$ cat config.mk
export PLATFORM = sky130hd
export DESIGN_NAME = c3aibadapt_avmm_chain_arb
export DESIGN_NICKNAME = d
export VERILOG_FILES = /design/src/rtl/c3aibadapt_avmm_chain_arb.sv
export SDC_FILE = /design/constraint.sdc
export NUM_CORES = 1
export LEC_CHECK = 0
export CORE_ASPECT_RATIO = 2
export CORE_MARGIN = 3
export CORE_UTILIZATION = 36
export DETAILED_ROUTE_END_ITERATION = 7
export PLACE_DENSITY_LB_ADDON = 0.2
export SLEW_MARGIN = 40
export SYNTH_ARGS = -nofsm -noshare
export SYNTH_HDL_FRONTEND = slang
export SYNTH_SLANG_ARGS = --single-unit
$ cat constraint.sdc
create_clock -name i_clk -period 1.4 [get_ports i_clk]
set_input_delay 0.28 -clock i_clk [delete_from_list [all_inputs] [get_ports i_clk]]
set_output_delay 0.28 -clock i_clk [all_outputs]
set_load 0.01 [all_outputs]
$ cat src/rtl/c3aibadapt_avmm_chain_arb.sv
// Round-robin two-master arbiter for the daisy-chained per-channel Avalon-MM config bus.
// Optional command/read timeout abort is enabled by defining C3AIBADAPT_AVMM_ARB_TIMEOUT_EN.
module c3aibadapt_avmm_chain_arb #(
  parameter int                ADDR_W      = 17,
  parameter int                DATA_W      = 32,
  parameter int                TIMEOUT_CYC = 255,
  parameter logic [DATA_W-1:0] ERR_DATA    = 32'hDEAD_BEEF
) (
  input  logic              i_clk,
  input  logic              i_rst_n,
  input  logic [ADDR_W-1:0] i_m0_addr,
  input  logic [3:0]        i_m0_byte_en,
  input  logic              i_m0_read,
  input  logic              i_m0_write,
  input  logic [DATA_W-1:0] i_m0_wdata,
  output logic [DATA_W-1:0] o_m0_rdata,
  output logic              o_m0_rdatavalid,
  output logic              o_m0_waitreq,
  input  logic [ADDR_W-1:0] i_m1_addr,
  input  logic [3:0]        i_m1_byte_en,
  input  logic              i_m1_read,
  input  logic              i_m1_write,
  input  logic [DATA_W-1:0] i_m1_wdata,
  output logic [DATA_W-1:0] o_m1_rdata,
  output logic              o_m1_rdatavalid,
  output logic              o_m1_waitreq,
  output logic [ADDR_W-1:0] o_addr,
  output logic [3:0]        o_byte_en,
  output logic [DATA_W-1:0] o_wdata,
  output logic              o_read,
  output logic              o_write,
  input  logic [DATA_W-1:0] i_rdata,
  input  logic              i_rdatavalid,
  input  logic              i_waitreq,
  output logic              o_err_spurious,
  output logic              o_timeout
);

  typedef enum logic [1:0] {
    ST_IDLE    = 2'd0,
    ST_ISSUE   = 2'd1,
    ST_WAIT_RD = 2'd2
  } state_t;

  state_t r_state;
  state_t w_state_nxt;

  logic r_last_grant;
  logic r_owner;
  logic w_req0;
  logic w_req1;
  logic w_gnt0;
  logic w_gnt1;
  logic w_gnt_any;
  logic w_tmo;

  logic [ADDR_W-1:0] w_sel_addr;
  logic [3:0]        w_sel_byte_en;
  logic [DATA_W-1:0] w_sel_wdata;
  logic              w_sel_write;
  logic              w_sel_read;

  assign w_req0 = i_m0_read | i_m0_write;
  assign w_req1 = i_m1_read | i_m1_write;

  // Grant only in IDLE; on contention the master that did not win last time goes next.
  // Gating with reset keeps both masters stalled while reset is held.
  assign w_gnt0 = i_rst_n & (r_state == ST_IDLE) & w_req0 & (~w_req1 | r_last_grant);
  assign w_gnt1 = i_rst_n & (r_state == ST_IDLE) & w_req1 & (~w_req0 | ~r_last_grant);
  assign w_gnt_any = w_gnt0 | w_gnt1;

  assign o_m0_waitreq = ~w_gnt0;
  assign o_m1_waitreq = ~w_gnt1;

  assign w_sel_addr    = w_gnt1 ? i_m1_addr    : i_m0_addr;
  assign w_sel_byte_en = w_gnt1 ? i_m1_byte_en : i_m0_byte_en;
  assign w_sel_wdata   = w_gnt1 ? i_m1_wdata   : i_m0_wdata;
  assign w_sel_write   = w_gnt1 ? i_m1_write   : i_m0_write;
  // Write wins when a master raises read and write together.
  assign w_sel_read    = (w_gnt1 ? i_m1_read : i_m0_read) & ~w_sel_write;

`ifdef C3AIBADAPT_AVMM_ARB_TIMEOUT_EN
  localparam int CNT_W = ($clog2(TIMEOUT_CYC + 1) > 8) ? $clog2(TIMEOUT_CYC + 1) : 8;

  logic [CNT_W-1:0] r_cnt;
  logic             r_timeout;

  assign w_tmo     = (r_state != ST_IDLE) & (r_cnt == CNT_W'(TIMEOUT_CYC));
  assign o_timeout = r_timeout;

  // Cycles spent in the current ISSUE or WAIT_RD visit; restarts on every entry.
  always_ff @(posedge i_clk or negedge i_rst_n) begin
    if (!i_rst_n) begin
      r_cnt <= {CNT_W{1'b0}};
    end else if ((w_state_nxt != r_state) && (w_state_nxt != ST_IDLE)) begin
      r_cnt <= {CNT_W{1'b0}};
    end else if (r_state != ST_IDLE) begin
      r_cnt <= r_cnt + {{(CNT_W-1){1'b0}}, 1'b1};
    end else begin
      r_cnt <= r_cnt;
    end
  end

  always_ff @(posedge i_clk or negedge i_rst_n) begin
    if (!i_rst_n) begin
      r_timeout <= 1'b0;
    end else if (w_tmo && !((r_state == ST_ISSUE) && !i_waitreq)
                       && !((r_state == ST_WAIT_RD) && i_rdatavalid)) begin
      r_timeout <= 1'b1;
    end else begin
      r_timeout <= r_timeout;
    end
  end
`else
  logic w_unused_cfg;

  assign w_tmo        = 1'b0;
  assign o_timeout    = 1'b0;
  assign w_unused_cfg = (^ERR_DATA) ^ TIMEOUT_CYC[0];
`endif

  always_ff @(posedge i_clk or negedge i_rst_n) begin
    if (!i_rst_n) begin
      r_state <= ST_IDLE;
    end else begin
      r_state <= w_state_nxt;
    end
  end

  always_comb begin
    w_state_nxt = r_state;
    case (r_state)
      ST_IDLE: begin
        if (w_gnt_any) begin
          w_state_nxt = ST_ISSUE;
        end else begin
          w_state_nxt = ST_IDLE;
        end
      end
      ST_ISSUE: begin
        if (!i_waitreq) begin
          w_state_nxt = o_read ? ST_WAIT_RD : ST_IDLE;
        end else if (w_tmo) begin
          w_state_nxt = ST_IDLE;
        end else begin
          w_state_nxt = ST_ISSUE;
        end
      end
      ST_WAIT_RD: begin
        if (i_rdatavalid || w_tmo) begin
          w_state_nxt = ST_IDLE;
        end else begin
          w_state_nxt = ST_WAIT_RD;
        end
      end
      default: begin
        w_state_nxt = ST_IDLE;
      end
    endcase
  end

  always_ff @(posedge i_clk or negedge i_rst_n) begin
    if (!i_rst_n) begin
      r_last_grant    <= 1'b1;
      r_owner         <= 1'b0;
      o_addr          <= {ADDR_W{1'b0}};
      o_byte_en       <= 4'h0;
      o_wdata         <= {DATA_W{1'b0}};
      o_read          <= 1'b0;
      o_write         <= 1'b0;
      o_m0_rdata      <= {DATA_W{1'b0}};
      o_m1_rdata      <= {DATA_W{1'b0}};
      o_m0_rdatavalid <= 1'b0;
      o_m1_rdatavalid <= 1'b0;
      o_err_spurious  <= 1'b0;
    end else begin
      o_m0_rdatavalid <= 1'b0;
      o_m1_rdatavalid <= 1'b0;
      if (i_rdatavalid && (r_state != ST_WAIT_RD)) begin
        o_err_spurious <= 1'b1;
      end else begin
        o_err_spurious <= o_err_spurious;
      end
      case (r_state)
        ST_IDLE: begin
          if (w_gnt_any) begin
            o_addr       <= w_sel_addr;
            o_byte_en    <= w_sel_byte_en;
            o_wdata      <= w_sel_wdata;
            o_write      <= w_sel_write;
            o_read       <= w_sel_read;
            r_owner      <= w_gnt1;
            r_last_grant <= w_gnt1;
          end else begin
            o_read  <= 1'b0;
            o_write <= 1'b0;
          end
        end
        ST_ISSUE: begin
          if (!i_waitreq) begin
            o_read  <= 1'b0;
            o_write <= 1'b0;
          end else if (w_tmo) begin
            // Aborted read still owes its master a response.
            o_read  <= 1'b0;
            o_write <= 1'b0;
            if (o_read && r_owner) begin
              o_m1_rdata      <= ERR_DATA;
              o_m1_rdatavalid <= 1'b1;
            end else if (o_read) begin
              o_m0_rdata      <= ERR_DATA;
              o_m0_rdatavalid <= 1'b1;
            end else begin
              o_m0_rdatavalid <= 1'b0;
            end
          end else begin
            o_read  <= o_read;
            o_write <= o_write;
          end
        end
        ST_WAIT_RD: begin
          if (i_rdatavalid || w_tmo) begin
            if (r_owner) begin
              o_m1_rdata      <= i_rdatavalid ? i_rdata : ERR_DATA;
              o_m1_rdatavalid <= 1'b1;
            end else begin
              o_m0_rdata      <= i_rdatavalid ? i_rdata : ERR_DATA;
              o_m0_rdatavalid <= 1'b1;
            end
          end else begin
            o_m0_rdata <= o_m0_rdata;
          end
        end
        default: begin
          o_read  <= 1'b0;
          o_write <= 1'b0;
        end
      endcase
    end
  end

endmodule

; ---- After elaboration in Yosys (flattened, before gate mapping)
; Cells that the tools add are included.
[totals]
ff_bits = 126
input_bits = 146
out_inout_bits = 125
word_cells = 63
[op_classes]
eq_ne = 4
muxes = 21
bitwise_logic = 19
reduce_logical = 6
[ops]
columns = cell, count
row1 = $mux 32, 1
row2 = $mux 17, 1
row3 = $mux 1, 12
row4 = $not 1->1, 8
row5 = $and 1x1->1, 6
row6 = $mux 2, 3
row7 = $pmux 1 s3, 2
row8 = $pmux 2 s3, 1
row9 = $reduce_and 3->1, 2
row10 = $or 1x1->1, 5
row11 = $mux 4, 1
row12 = $ne 2x2->1 const B, 2
row13 = $reduce_and 2->1, 2
row14 = $eq 2x1->1 const B, 1
row15 = $eq 2x2->1 const B, 1
row16 = $logic_not 2->1, 1
row17 = $logic_and 1x1->1, 1

; ---- Longest topological paths before layout
[logic_depth]
word_depth = 9
depth_mapped = 6
depth_no_buf = 4

; ---- Least setup slack after synthesis
; No wires, ideal clock.
[synth_timing]
path_kind = flip-flop to output port
start = register r_last_grant
end = output port o_m1_waitreq
t_arrival_ps = 1195
t_required_ps = 1120
setup_slack_ps = -75
path_stages_with_launch = 6
n_path_buf = 2
path_cell_list = dfstp_2 o21ai_0 and2_1 buf_2 buf_2 nand2_1
[synth_between]
elab_chain_len = 4
[synth_lines]
columns = element, line
row1 = "start, declared", 48  ; logic r_last_grant;
row2 = "start signal, assigned", 193  ; r_last_grant <= w_gnt1;
row3 = $not 1->1, 69  ; assign w_gnt1 = i_rst_n & (r_state == ST_IDLE) & w_req1 & (~w_req0 | ~r_last_grant);
row4 = $or 1x1->1, 69
row5 = $and 1x1->1, 69
row6 = $not 1->1, 73  ; assign o_m1_waitreq = ~w_gnt1;
row7 = "end, declared", 26  ; output logic o_m1_waitreq,
; No other way between the ends.

; ---- Worst setup path after layout
[layout_timing]
start = register r_state[0]
end = output port o_m1_waitreq
[layout_between]
elab_chain_len = 5
[layout_lines]
columns = element, line
row1 = "start, declared", 45  ; state_t r_state;
row2 = "start signal, assigned", 126  ; r_state <= w_state_nxt;
row3 = $logic_not 2->1, 69
row4 = $and 1x1->1 (3 in a row), 69
row5 = $not 1->1, 73
; No other way between the ends.

==> qor.csv <==
metric,value,unit
status,finished with violations,
failing checks,negative setup slack,
final net count,928,
startpoint types,flip-flop,
DIE HEIGHT,176.0,um
GRT Overall Usage,20.23,%
P&R area growth vs syn,81.61,%
boundary pin count,271,
Final Non-Filler Cells,984,
crit-path max FO,4,
most area-consuming cells after synthesis,"dfrtp_1 (60%), mux2_2 (13%), nand2_1 (8.1%)",
f_max,0.5979,GHz
DIE WIDTH,91.02,um
IO Port Bufs,269,
dpl cells,921,
met3 Resource Use GR,7.164,%
1st-iter DRT viols,99,
placed cell area,8254,sq um
maximum vdd drop,792.3,uV
clock power share,25.4,%
WL final,17230,um
Int Pwr,0.01192,W
max-cap violations,0,
clk buf depth,2,
Placer Congestion,0.7793,
HPWL reported at the end of detailed placement,11660,um
most used routing layer,met2,
Ys Warns,0,
Yosys reg bits,126,
M2 GR Usage,36.48,%
final setup vio count,123,
largest area contributor in the netlist,dfrtp_1,
DRT antenna net count,0,
initial antenna violation count,0,
mapped cell area,5204,sq um
RSZ-0062 raised after global routing,true,
CTS tree,yes,
vias in the first global route,4947,
final hold vios,0,
"most common cell after layout, fill and taps aside",clkdlybuf4s50_1,
power density over the cells,1863,nW/um^2
Leakage,4.472,nW
layout cells sized above 1,20.88,%
Via-to-Cell Ratio,4.871,
"Seq/Total Area, Yosys",60.62,%
Row Count,61,
Remaining DRCs,0,
global route total overflow,0,
min-delay worst type,in -> async,
WS Path Type,reg -> out,
drt pass-1 iters,4,
final hold slack,0.06972,ns
Diodes inserted,0,
Fill cells,1115,
crit path DAT,1.39,ns
crit path from,r_state[0],
Root Driver,clkbuf_16,
final period utilization,119.5,%
largest net degree at the start of global routing,83,
Net Sw Power,0.005694,W
drt wl/cell,17.51,um
worst skew pair latency,0.40,ns
CP required,1.12,ns
Crit Reg-Reg Startpoint,r_state[0],
Yosys top cell area share,60.11,%
final worst-path setup slack,-0.2725,ns
DIE AREA,16020,sq um
core area,14040,sq um
hold_buf cts,0,
Comb pwr share,39.9,%
Num CTS Buffers,17,
share of total power in sequential cells,34.7,%
Worst slew margin,51.48,%
Layout Skew,0.008981,ns
Setup WS pre-CTS,-0.6848,ns
Mapped Cells,470,
most frequent cells in the layout,"clkdlybuf4s50_1 (142), dfrtp_1 (125), nand2_1 (111)",
worst-margin pin slew,0.7278,ns
Finished Cell Area,9450,sq um
syn avg cell area,11.07,sq um
CTS Sinks,126,
Net Sw Frac,32.33,%
met1 usage,20.72,%
syn_nets,616,
Synth cell types,29,
element type at the critical path end,output port,
fin crit period,1.672,ns
via count,4793,
initial cell density of the core,37.05,%
max-slew violation count,0,
"CTS clk-pin slew, worst paths",0.06,ns
wire length of the first global-routing pass,25390,um
htree depth,4,
logic make-up after synthesis:
kind of cell,Yosys count,synth area share [%]
buf+inv,34,3.895
other cells,1,0.07206
compound gates,66,7.935
simple gates,179,13.63
mux,64,13.85
flops,126,60.62
final timing paths:
kind | slack [ns] | end | depth (start not counted)
worst min register to register | 0.45 | o_err_spurious | 1
worst min-delay path | 0.07 | r_state[0] | 3
worst max register to register | -0.27 | o_m0_rdata[8] | 6
max in group asynchronous | 0.78 | o_addr[8] | 3
min in group i_clk | 0.37 | o_read | 5
worst max-delay path | -0.27 | o_m1_waitreq | 5
synth_stat cells, drive strengths merged:
library cell	n
buf	26
mux2	64
nand2b	2
dfrtp	125
nand3	1
conb	1
nand3b	2
a21oi	2
nor2b	2
and2	2
a21o	1
dfstp	1
a31oi	53
o31a	1
and3	1
o21ai	5
inv	3
o221ai	1
a22oi	1
nand2	112
clkbuf	5
nor3b	1
o31ai	1
nor2	55
o22ai	1
or2	1
worst max-delay path, cell delays in order (launching register included):
cell and delay [ns]:
dfrtp_1 0.40, nor3b_2 0.16, buf_4 0.16, buf_6 0.10, nand2_4 0.04, buf_6 0.12
metrics by stage:
step | total power (W) | util (%) | setup TNS, ns
finish | 0.01761 | 67.29 | -20.78
global route | 0.01863 | 67.29 | -28.69
CTS | 0.01714 | 63.45 | -20.10
detailed placement | 0.01364 | 58.78 | -48.80
global placement | 0.01343 | 58.75 | -46.54
floorplan | 0.009144 | - | -0.5515
power groups by stage:
stage	clock [W]	sequential [W]	combinational (W)
6_report	0.00447	0.00612	0.00703
3_5_place_dp	0	0.00620	0.00744
4_1_cts	0.00456	0.00609	0.00648
3_3_place_gp	0	0.00612	0.00730
5_1_grt	0.00475	0.00632	0.00756
2_1_floorplan	0	0.00684	0.00231
per-layer routing:
metal | routed length, um | part of all wire (%)
met5 | 0 | 0
met4 | 493 | 2.9
met3 | 1396 | 8.1
met2 | 9389 | 54
met1 | 5955 | 35
cell type report:
type / count / area [sq um] / area share (%)
clock inverter: 13 / 163.9 / 1.734
multi-input combinational: 310 / 1987 / 21.02
inverter: 3 / 11.26 / 0.1192
timing repair buffer: 324 / 3455 / 36.55
sequential: 126 / 3154 / 33.38
tap: 189 / 236.5 / 2.502
clock buffer: 19 / 442.9 / 4.687
timing repair:
| item | 4_1_cts | 5_1_grt |
|---|---|---|
| setup buffers | 5 | 8 |
| endpoints found under the setup margin | 244 | 155 |
| cloned | 4 | 14 |
| hold endpoints to repair | 0 | 0 |
| pin swaps | 2 | 2 |
| gates resized for setup | 152 | 62 |
registers in the layout (all words and copies together) (netlist names):
register,flops
o_m1_rdatavalid,1
o_write,1
o_m0_rdatavalid,1
r_state,2
r_owner,1
o_byte_en,4
o_read,1
o_err_spurious,1
o_addr,17
r_last_grant,1
o_m1_rdata,32
o_wdata,32
o_m0_rdata,32
No activity file was read; power rests on OpenSTA's default activity.
